[src/rtl/seg7_pkg.sv]
// Shared definitions for the multiplexed 7-segment display driver:
// segment bit positions, the active-high hex glyph table and the scan FSM states.
package seg7_pkg;

    localparam int SEG_A = 0;
    localparam int SEG_B = 1;
    localparam int SEG_C = 2;
    localparam int SEG_D = 3;
    localparam int SEG_E = 4;
    localparam int SEG_F = 5;
    localparam int SEG_G = 6;

    // Glyphs 0-9, A, b, C, d, E, F; bit SEG_A is the LSB, a set bit lights the segment.
    localparam logic [6:0] HEX_SEG [16] = '{
        7'h3F, 7'h06, 7'h5B, 7'h4F, 7'h66, 7'h6D, 7'h7D, 7'h07,
        7'h7F, 7'h6F, 7'h77, 7'h7C, 7'h39, 7'h5E, 7'h79, 7'h71
    };

    typedef enum logic [1:0] {
        IDLE  = 2'd0,
        BLANK = 2'd1,
        SHOW  = 2'd2
    } scan_state_e;

endpackage

[src/rtl/seg7_hex_lut.sv]
// Combinational hex nibble to 7-segment pattern decoder with selectable
// output polarity.
module seg7_hex_lut
    import seg7_pkg::*;
#(
    parameter bit SEG_ACTIVE_LOW = 1'b1
) (
    input  logic [3:0] nibble_i,
    output logic [6:0] seg_o
);

    always_comb begin
        seg_o = SEG_ACTIVE_LOW ? ~HEX_SEG[nibble_i] : HEX_SEG[nibble_i];
    end

endmodule

[src/rtl/seg7_scan_driver.sv]
// Time-multiplexed NUM_DIGITS 7-segment driver: shadow/display double buffer
// swapped at frame boundaries, anti-ghosting blank gap and leading-zero blanking.
module seg7_scan_driver
    import seg7_pkg::*;
#(
    parameter int NUM_DIGITS     = 4,
    parameter int REFRESH_DIV    = 1000,
    parameter int BLANK_CYCLES   = 2,
    parameter bit SEG_ACTIVE_LOW = 1'b1,
    parameter bit AN_ACTIVE_LOW  = 1'b1
) (
    input  logic                    clk,
    input  logic                    rst,
    input  logic                    enable,
    input  logic                    load,
    input  logic [4*NUM_DIGITS-1:0] value,
    input  logic [NUM_DIGITS-1:0]   dp_in,
    input  logic                    lz_suppress,
    output logic [6:0]              seg,
    output logic                    dp,
    output logic [NUM_DIGITS-1:0]   an,
    output logic                    frame_start
);

    localparam int CNT_MAX = (REFRESH_DIV > BLANK_CYCLES) ? REFRESH_DIV : BLANK_CYCLES;
    localparam int CNT_W   = (CNT_MAX > 1) ? $clog2(CNT_MAX) : 1;
    localparam int IDX_W   = $clog2(NUM_DIGITS);

    localparam logic [CNT_W-1:0] SHOW_LAST  = CNT_W'(REFRESH_DIV - 1);
    localparam logic [CNT_W-1:0] BLANK_LAST = CNT_W'((BLANK_CYCLES > 0) ? BLANK_CYCLES - 1 : 0);
    localparam logic [IDX_W-1:0] IDX_LAST   = IDX_W'(NUM_DIGITS - 1);
    localparam scan_state_e      ENTRY_ST   = (BLANK_CYCLES > 0) ? BLANK : SHOW;

    localparam logic [6:0]            SEG_OFF = {7{SEG_ACTIVE_LOW}};
    localparam logic                  DP_OFF  = SEG_ACTIVE_LOW;
    localparam logic [NUM_DIGITS-1:0] AN_OFF  = {NUM_DIGITS{AN_ACTIVE_LOW}};

    scan_state_e            state_q, state_d;
    logic [IDX_W-1:0]       idx_q, idx_d;
    logic [CNT_W-1:0]       cnt_q, cnt_d;
    logic                   frame_boundary;

    logic [NUM_DIGITS-1:0][3:0] shadow_val_q, shadow_val_d;
    logic [NUM_DIGITS-1:0][3:0] disp_val_q, disp_val_d;
    logic [NUM_DIGITS-1:0]      shadow_dp_q, shadow_dp_d;
    logic [NUM_DIGITS-1:0]      disp_dp_q, disp_dp_d;

    logic [6:0]            seg_q, seg_d;
    logic                  dp_q, dp_d;
    logic [NUM_DIGITS-1:0] an_q, an_d;
    logic                  fs_q, fs_d;

    logic                  showing;
    logic                  all_zero;
    logic [NUM_DIGITS-1:0] lead_zero;
    logic [NUM_DIGITS-1:0] an_onehot;
    logic [6:0]            lut_seg;

    always_ff @(posedge clk) begin
        if (rst) begin
            state_q      <= IDLE;
            idx_q        <= '0;
            cnt_q        <= '0;
            shadow_val_q <= '0;
            shadow_dp_q  <= '0;
            disp_val_q   <= '0;
            disp_dp_q    <= '0;
            seg_q        <= SEG_OFF;
            dp_q         <= DP_OFF;
            an_q         <= AN_OFF;
            fs_q         <= 1'b0;
        end else begin
            state_q      <= state_d;
            idx_q        <= idx_d;
            cnt_q        <= cnt_d;
            shadow_val_q <= shadow_val_d;
            shadow_dp_q  <= shadow_dp_d;
            disp_val_q   <= disp_val_d;
            disp_dp_q    <= disp_dp_d;
            seg_q        <= seg_d;
            dp_q         <= dp_d;
            an_q         <= an_d;
            fs_q         <= fs_d;
        end
    end

    // Scan sequencer; every transition into digit 0 is a frame boundary.
    always_comb begin
        state_d        = state_q;
        idx_d          = idx_q;
        cnt_d          = cnt_q;
        frame_boundary = 1'b0;
        if (!enable) begin
            state_d = IDLE;
            idx_d   = '0;
            cnt_d   = '0;
        end else begin
            case (state_q)
                IDLE: begin
                    state_d        = ENTRY_ST;
                    idx_d          = '0;
                    cnt_d          = '0;
                    frame_boundary = 1'b1;
                end
                BLANK: begin
                    if (cnt_q == BLANK_LAST) begin
                        state_d = SHOW;
                        cnt_d   = '0;
                    end else begin
                        cnt_d = cnt_q + CNT_W'(1);
                    end
                end
                SHOW: begin
                    if (cnt_q == SHOW_LAST) begin
                        state_d = ENTRY_ST;
                        cnt_d   = '0;
                        if (idx_q == IDX_LAST) begin
                            idx_d          = '0;
                            frame_boundary = 1'b1;
                        end else begin
                            idx_d = idx_q + IDX_W'(1);
                        end
                    end else begin
                        cnt_d = cnt_q + CNT_W'(1);
                    end
                end
                default: begin
                    state_d = IDLE;
                    idx_d   = '0;
                    cnt_d   = '0;
                end
            endcase
        end
    end

    // A load coinciding with a boundary goes straight through to the display copy.
    always_comb begin
        shadow_val_d = shadow_val_q;
        shadow_dp_d  = shadow_dp_q;
        disp_val_d   = disp_val_q;
        disp_dp_d    = disp_dp_q;
        if (load) begin
            shadow_val_d = value;
            shadow_dp_d  = dp_in;
        end
        if (frame_boundary) begin
            disp_val_d = shadow_val_d;
            disp_dp_d  = shadow_dp_d;
        end
    end

    always_comb begin
        all_zero  = 1'b1;
        lead_zero = '0;
        for (int i = NUM_DIGITS - 1; i >= 0; i--) begin
            all_zero     = all_zero & (disp_val_q[i] == 4'd0);
            lead_zero[i] = all_zero;
        end
        lead_zero[0] = 1'b0;
    end

    always_comb begin
        an_onehot = '0;
        for (int i = 0; i < NUM_DIGITS; i++) begin
            an_onehot[i] = (idx_q == IDX_W'(i));
        end
    end

    seg7_hex_lut #(
        .SEG_ACTIVE_LOW(SEG_ACTIVE_LOW)
    ) u_lut (
        .nibble_i(disp_val_q[idx_q]),
        .seg_o   (lut_seg)
    );

    // Blanked leading zeros keep their anode and dp so the digit position stays lit.
    always_comb begin
        showing = enable && (state_q == SHOW);
        an_d    = showing ? (an_onehot ^ AN_OFF) : AN_OFF;
        seg_d   = (showing && !(lz_suppress && lead_zero[idx_q])) ? lut_seg : SEG_OFF;
        dp_d    = (showing && disp_dp_q[idx_q]) ? ~DP_OFF : DP_OFF;
        fs_d    = showing && (idx_q == '0) && (cnt_q == '0);
    end

    assign seg         = seg_q;
    assign dp          = dp_q;
    assign an          = an_q;
    assign frame_start = fs_q;

endmodule

[config.mk]
export PLATFORM = sky130hd
export DESIGN_NAME = seg7_scan_driver
export DESIGN_NICKNAME = d
export VERILOG_FILES = /design/src/rtl/seg7_pkg.sv /design/src/rtl/seg7_hex_lut.sv /design/src/rtl/seg7_scan_driver.sv
export SDC_FILE = /design/constraint.sdc
export NUM_CORES = 1
export LEC_CHECK = 0
export ABC_CLOCK_PERIOD_IN_PS = 4000
export CAP_MARGIN = 25
export CORE_MARGIN = 1.5
export CORE_UTILIZATION = 55
export CTS_BUF_LIST = sky130_fd_sc_hd__clkbuf_4 sky130_fd_sc_hd__clkbuf_8
export CTS_CLUSTER_SIZE = 20
export DETAILED_ROUTE_END_ITERATION = 8
export PLACE_DENSITY = 0.8
export SLEW_MARGIN = 15
export SYNTH_ARGS = -nofsm -noshare
export SYNTH_HDL_FRONTEND = slang
export SYNTH_HIERARCHICAL = 1
export SYNTH_SLANG_ARGS = --single-unit
[constraint.sdc]
create_clock -name clk -period 4 [get_ports clk]
set_input_delay 0.8 -clock clk [delete_from_list [all_inputs] [get_ports clk]]
set_output_delay 0.8 -clock clk [all_outputs]
set_load 0.02 [all_outputs]
==> load_flow_metrics.sql <==
INSERT INTO impl_metrics (metric_group, metric, value, unit) VALUES
('synth', 'synth-edff-count', '0', ''),
('pwr', 'vdd.ir_drop.worst', '0.000249', 'V'),
('place', 'port_buffers', '37', ''),
('synth', 'synth_cell_types', '36', ''),
('timing', 'finalSetupTns', '0', 'ns'),
('clock_network', 'maximum_count_of_clock_buffers_along_a_single_path', '2', ''),
('setup_path', 'critical_path_required', '4.20', 'ns'),
('floorplanning', 'initial_utilization', '57.3', '%'),
('setup_path', 'worstSetupPathType', 'reg2reg', ''),
('layout', 'area_delta_synth_final', '21.6', '%'),
('synth', 'net_count_after_synthesis', '341', ''),
('global_routing', 'grt_antenna_before_repair', '0', ''),
('timing', 'worst_slew_pin_slew', '0.686', 'ns'),
('timing', 'hold_violations', '0', ''),
('global_routing', 'first_global_vias', '2073', ''),
('timing', 'report.final.slew_viol_count', '0', ''),
('pwr', 'power_density', '408', 'nW/um^2'),
('setup_path', 'worst_r2r_path_depth', '6', ''),
('clock_network', 'root_buffer', 'clkbuf_8', ''),
('setup_path', 'wp_buf_inv', '1', ''),
('setup_path', 'critPathArrivalTime', '2.67', 'ns'),
('layout', 'final_layout_size_suffix_gt1_share', '9.17', '%'),
('floorplanning', 'rows', '26', ''),
('floorplanning', 'die_x', '75.9', 'um'),
('synth', 'postSynth.asyncResetShare', '0', '%'),
('layout', 'n_antenna_cell', '0', ''),
('setup_path', 'cp-end-kind', 'register', ''),
('synth', 'yosys_warnings', '6', ''),
('setup_path', 'critical_path_cell_count', '6', ''),
('timing', 'timing.final.setup_violations', '0', ''),
('floorplanning', 'design.die.area', '5760', 'um^2'),
('timing', 'finalClockSkew', '0.00930', 'ns'),
('floorplanning', 'floorplan.core_area', '5110', 'um^2'),
('timing', 'final_critical_path_setup_slack', '1.52', 'ns'),
('place', 'dp.final_hpwl', '3820', 'um'),
('pwr', 'leak_pwr', '1.37', 'nW'),
('clock_network', 'htreeDepth', '3', ''),
('floorplanning', 'top_level_ports', '38', ''),
('timing', 'rsz_0062_raised_after_global_routing', 'false', ''),
('clock_network', 'numCtsBuffers', '9', ''),
('timing', 'max_clock_freq', '403', 'MHz'),
('setup_path', 'critPathTopFamily', 'simple AND/OR/NAND/NOR gates', ''),
('synth', 'yosys_most_used_dff', 'dfxtp_1', ''),
('job', 'max-cap-violations', '0', ''),
('detailed_routing', 'ant_nets', '0', ''),
('synth', 'synth-seq-cells', '67', ''),
('clock_network', 'cts_resized', '0', ''),
('timing', 'layout_min_cycle_time', '2.48', 'ns'),
('setup_path', 'path_cells', 'ha_1 -> nand2_1 -> o41ai_2 -> buf_4 -> and2_1 -> a211oi_1', ''),
('detailed_routing', 'drt-vias-per-instance', '5.44', ''),
('synth', 'post_synth.cell_area_avg', '9.78', 'um^2'),
('clock_network', 'postCtsSetupRepairBufs', '0', ''),
('detailed_routing', 'dr.first_iter.drc_count', '151', ''),
('clock_network', 'hold_buffers', '0', ''),
('detailed_routing', 'drt-pass1-iter-count', '4', ''),
('setup_path', 'cp_slowest_stage_delay', '0.61', 'ns'),
('layout', 'final_nets', '375', ''),
('synth', 'synth_area', '2920', 'um^2'),
('layout', 'fillerInstances', '431', ''),
('floorplanning', 'die_h', '75.9', 'um'),
('clock_network', 'cts.reportedPaths.clkPinSlew', '0.07', 'ns'),
('status', 'run_status', 'finished, final reports clean', ''),
('clock_network', 'cts_tree', 'built', ''),
('place', 'setup_slack_after_placement', '1.39', 'ns'),
('setup_path', 'worst_setup_path_start_kind', 'register', ''),
('synth', 'synth_seq_area_share', '45.9', '%'),
('synth', 'synthesis.instances', '299', ''),
('detailed_routing', 'routed_wirelength', '5410', 'um'),
('global_routing', 'grt_first_pass_wirelength', '9400', 'um'),
('detailed_routing', 'vias', '2218', ''),
('global_routing', 'maximum_number_of_pins_on_one_net_before_global_route_repair', '43', ''),
('place', 'routabilityCongestion', '0.811', ''),
('hold_path', 'min-delay-path-class', 'reg2reg', ''),
('setup_path', 'worst_path_max_delay_cell', 'and2_1', ''),
('clock_network', 'clock_insertion_delay_worst_skew', '0.34', 'ns'),
('clock_network', 'cts.sinks', '67', ''),
('setup_path', 'crit_path_max_fanout', '21', ''),
('timing', 'slew_headroom', '54.2', '%'),
('global_routing', 'grt_remaining_overflow', '0', ''),
('global_routing', 'global_route.usage.total', '20.5', '%'),
('hold_path', 'min_path_cells', '2', ''),
('detailed_routing', 'routed_wire_length_per_instance', '13.2', 'um'),
('timing', 'layout_worst_path_cycle_share', '62.0', '%'),
('detailed_routing', 'drt_drc_violations_left', '0', '');
==> per-layer routing <==
metal	part of all wire (%)	GRT usage [%]	vias to the layer above	wire (um)
li1	-	-	1127	-
met1	46	25.8	1015	2490
met2	47	31.7	60	2550
met3	4.1	4.58	16	219
met4	2.8	13.1	0	152
met5	0	0	-	0
==> tightest hold or removal path: cells and delay by family (launching register included) <==
family | cells | cell delay (ns)
DFF | 1 | 0.31
and+or+nand+nor | 1 | 0.08
muxes | 1 | 0.07
==> cell usage in the layout, fill, tap and decap left out, types with 4 or more instances in the layout <==
cell type,count
dfxtp_1,67
nor2_1,39
clkdlybuf4s50_1,37
a21oi_1,24
mux2i_1,22
a211oi_1,21
ha_1,17
inv_1,14
nand2_1,14
clkbuf_8,12
nand3b_1,7
mux4_2,6
xnor2_1,6
nand3_1,5
or4_1,5
nor3_1,5
buf_4,4
==> through the flow <==
step | cell area, um^2 | utilization (%) | power, mW | std cells | hold WS, ns
after floorplan | 2920 | - | 0.831 | 299 | 0.456
after global placement | 3340 | 65.5 | 0.875 | 392 | 0.476
after detailed placement | 3340 | 65.5 | 0.880 | 392 | 0.478
after CTS | 3560 | 69.6 | 1.46 | 408 | 0.498
after global routing | 3560 | 69.6 | 1.51 | 408 | 0.533
final | 3560 | 69.6 | 1.45 | 408 | 0.496
==> flip-flops by register name, summed over array words and instances (netlist names) <==
register      count
shadow_val_q     16
idx_q             2
state_q           2
shadow_dp_q       4
cnt_q            10
an                4
disp_val_q       16
disp_dp_q         4
dp                1
seg               7
frame_start       1
==> kinds of logic after synthesis <==
family | count (synthesis) | synth area share [%]
flip-flops | 67 | 45.9
XOR/XNOR | 8 | 2.40
adder cells (fa/ha/maj) | 17 | 7.27
AND/OR/NAND/NOR | 89 | 14.8
multiplexers | 28 | 12.2
AO/OA/AOI/OAI | 58 | 13.1
buffers and inverters | 32 | 4.41
==> synthesized netlist by cell type (all sizes together) (2+ instances only) <==
library cell / number / area share, %
o31a: 2 / 0.60
xor2: 2 / 0.60
or2: 2 / 0.43
dfxtp: 67 / 46
o21ai: 2 / 0.34
mux2i: 22 / 7.5
nand2: 14 / 1.8
a21oi: 24 / 4.1
nand3b: 7 / 1.8
nor3: 5 / 0.86
ha: 17 / 7.3
clkbuf: 16 / 2.1
a211oi: 21 / 5.4
nor2: 39 / 5.0
nand2b: 3 / 0.64
buf: 2 / 0.56
nand3: 5 / 0.86
nor4: 2 / 0.43
a31oi: 2 / 0.43
xnor2: 6 / 1.8
o211ai: 2 / 0.68
mux4: 6 / 4.6
and2: 2 / 0.43
nor2b: 2 / 0.43
inv: 14 / 1.8
or4: 6 / 1.7
==> layout make-up <==
type                            count  area [um^2]  share of cell area, %
Clock buffer                       12          165                   4.64
Clock inverter                      4         47.5                   1.34
Inverter                           14         52.6                   1.48
Multi-Input combinational cell    200         1460                   41.1
Sequential cell                    67         1340                   37.7
Tap cell                           70         87.6                   2.46
Timing Repair Buffer               41          400                   11.3
==> worst paths after layout <==
check | startpoint | end | slack, ns
max | idx_q[0] | disp_val_q[8] | 1.52
min | shadow_val_q[2] | shadow_val_q[2] | 0.50
max reg2reg | idx_q[0] | disp_val_q[8] | 1.52
min reg2reg | shadow_val_q[2] | shadow_val_q[2] | 0.50
==> power breakdown <==
group | switching (mW) | total [mW] | internal, mW
logic | 0.0752 | 0.153 | 0.0777
registers | 0.0153 | 0.712 | 0.697
clock network | 0.248 | 0.584 | 0.336
No activity file was read; power rests on OpenSTA's default activity.
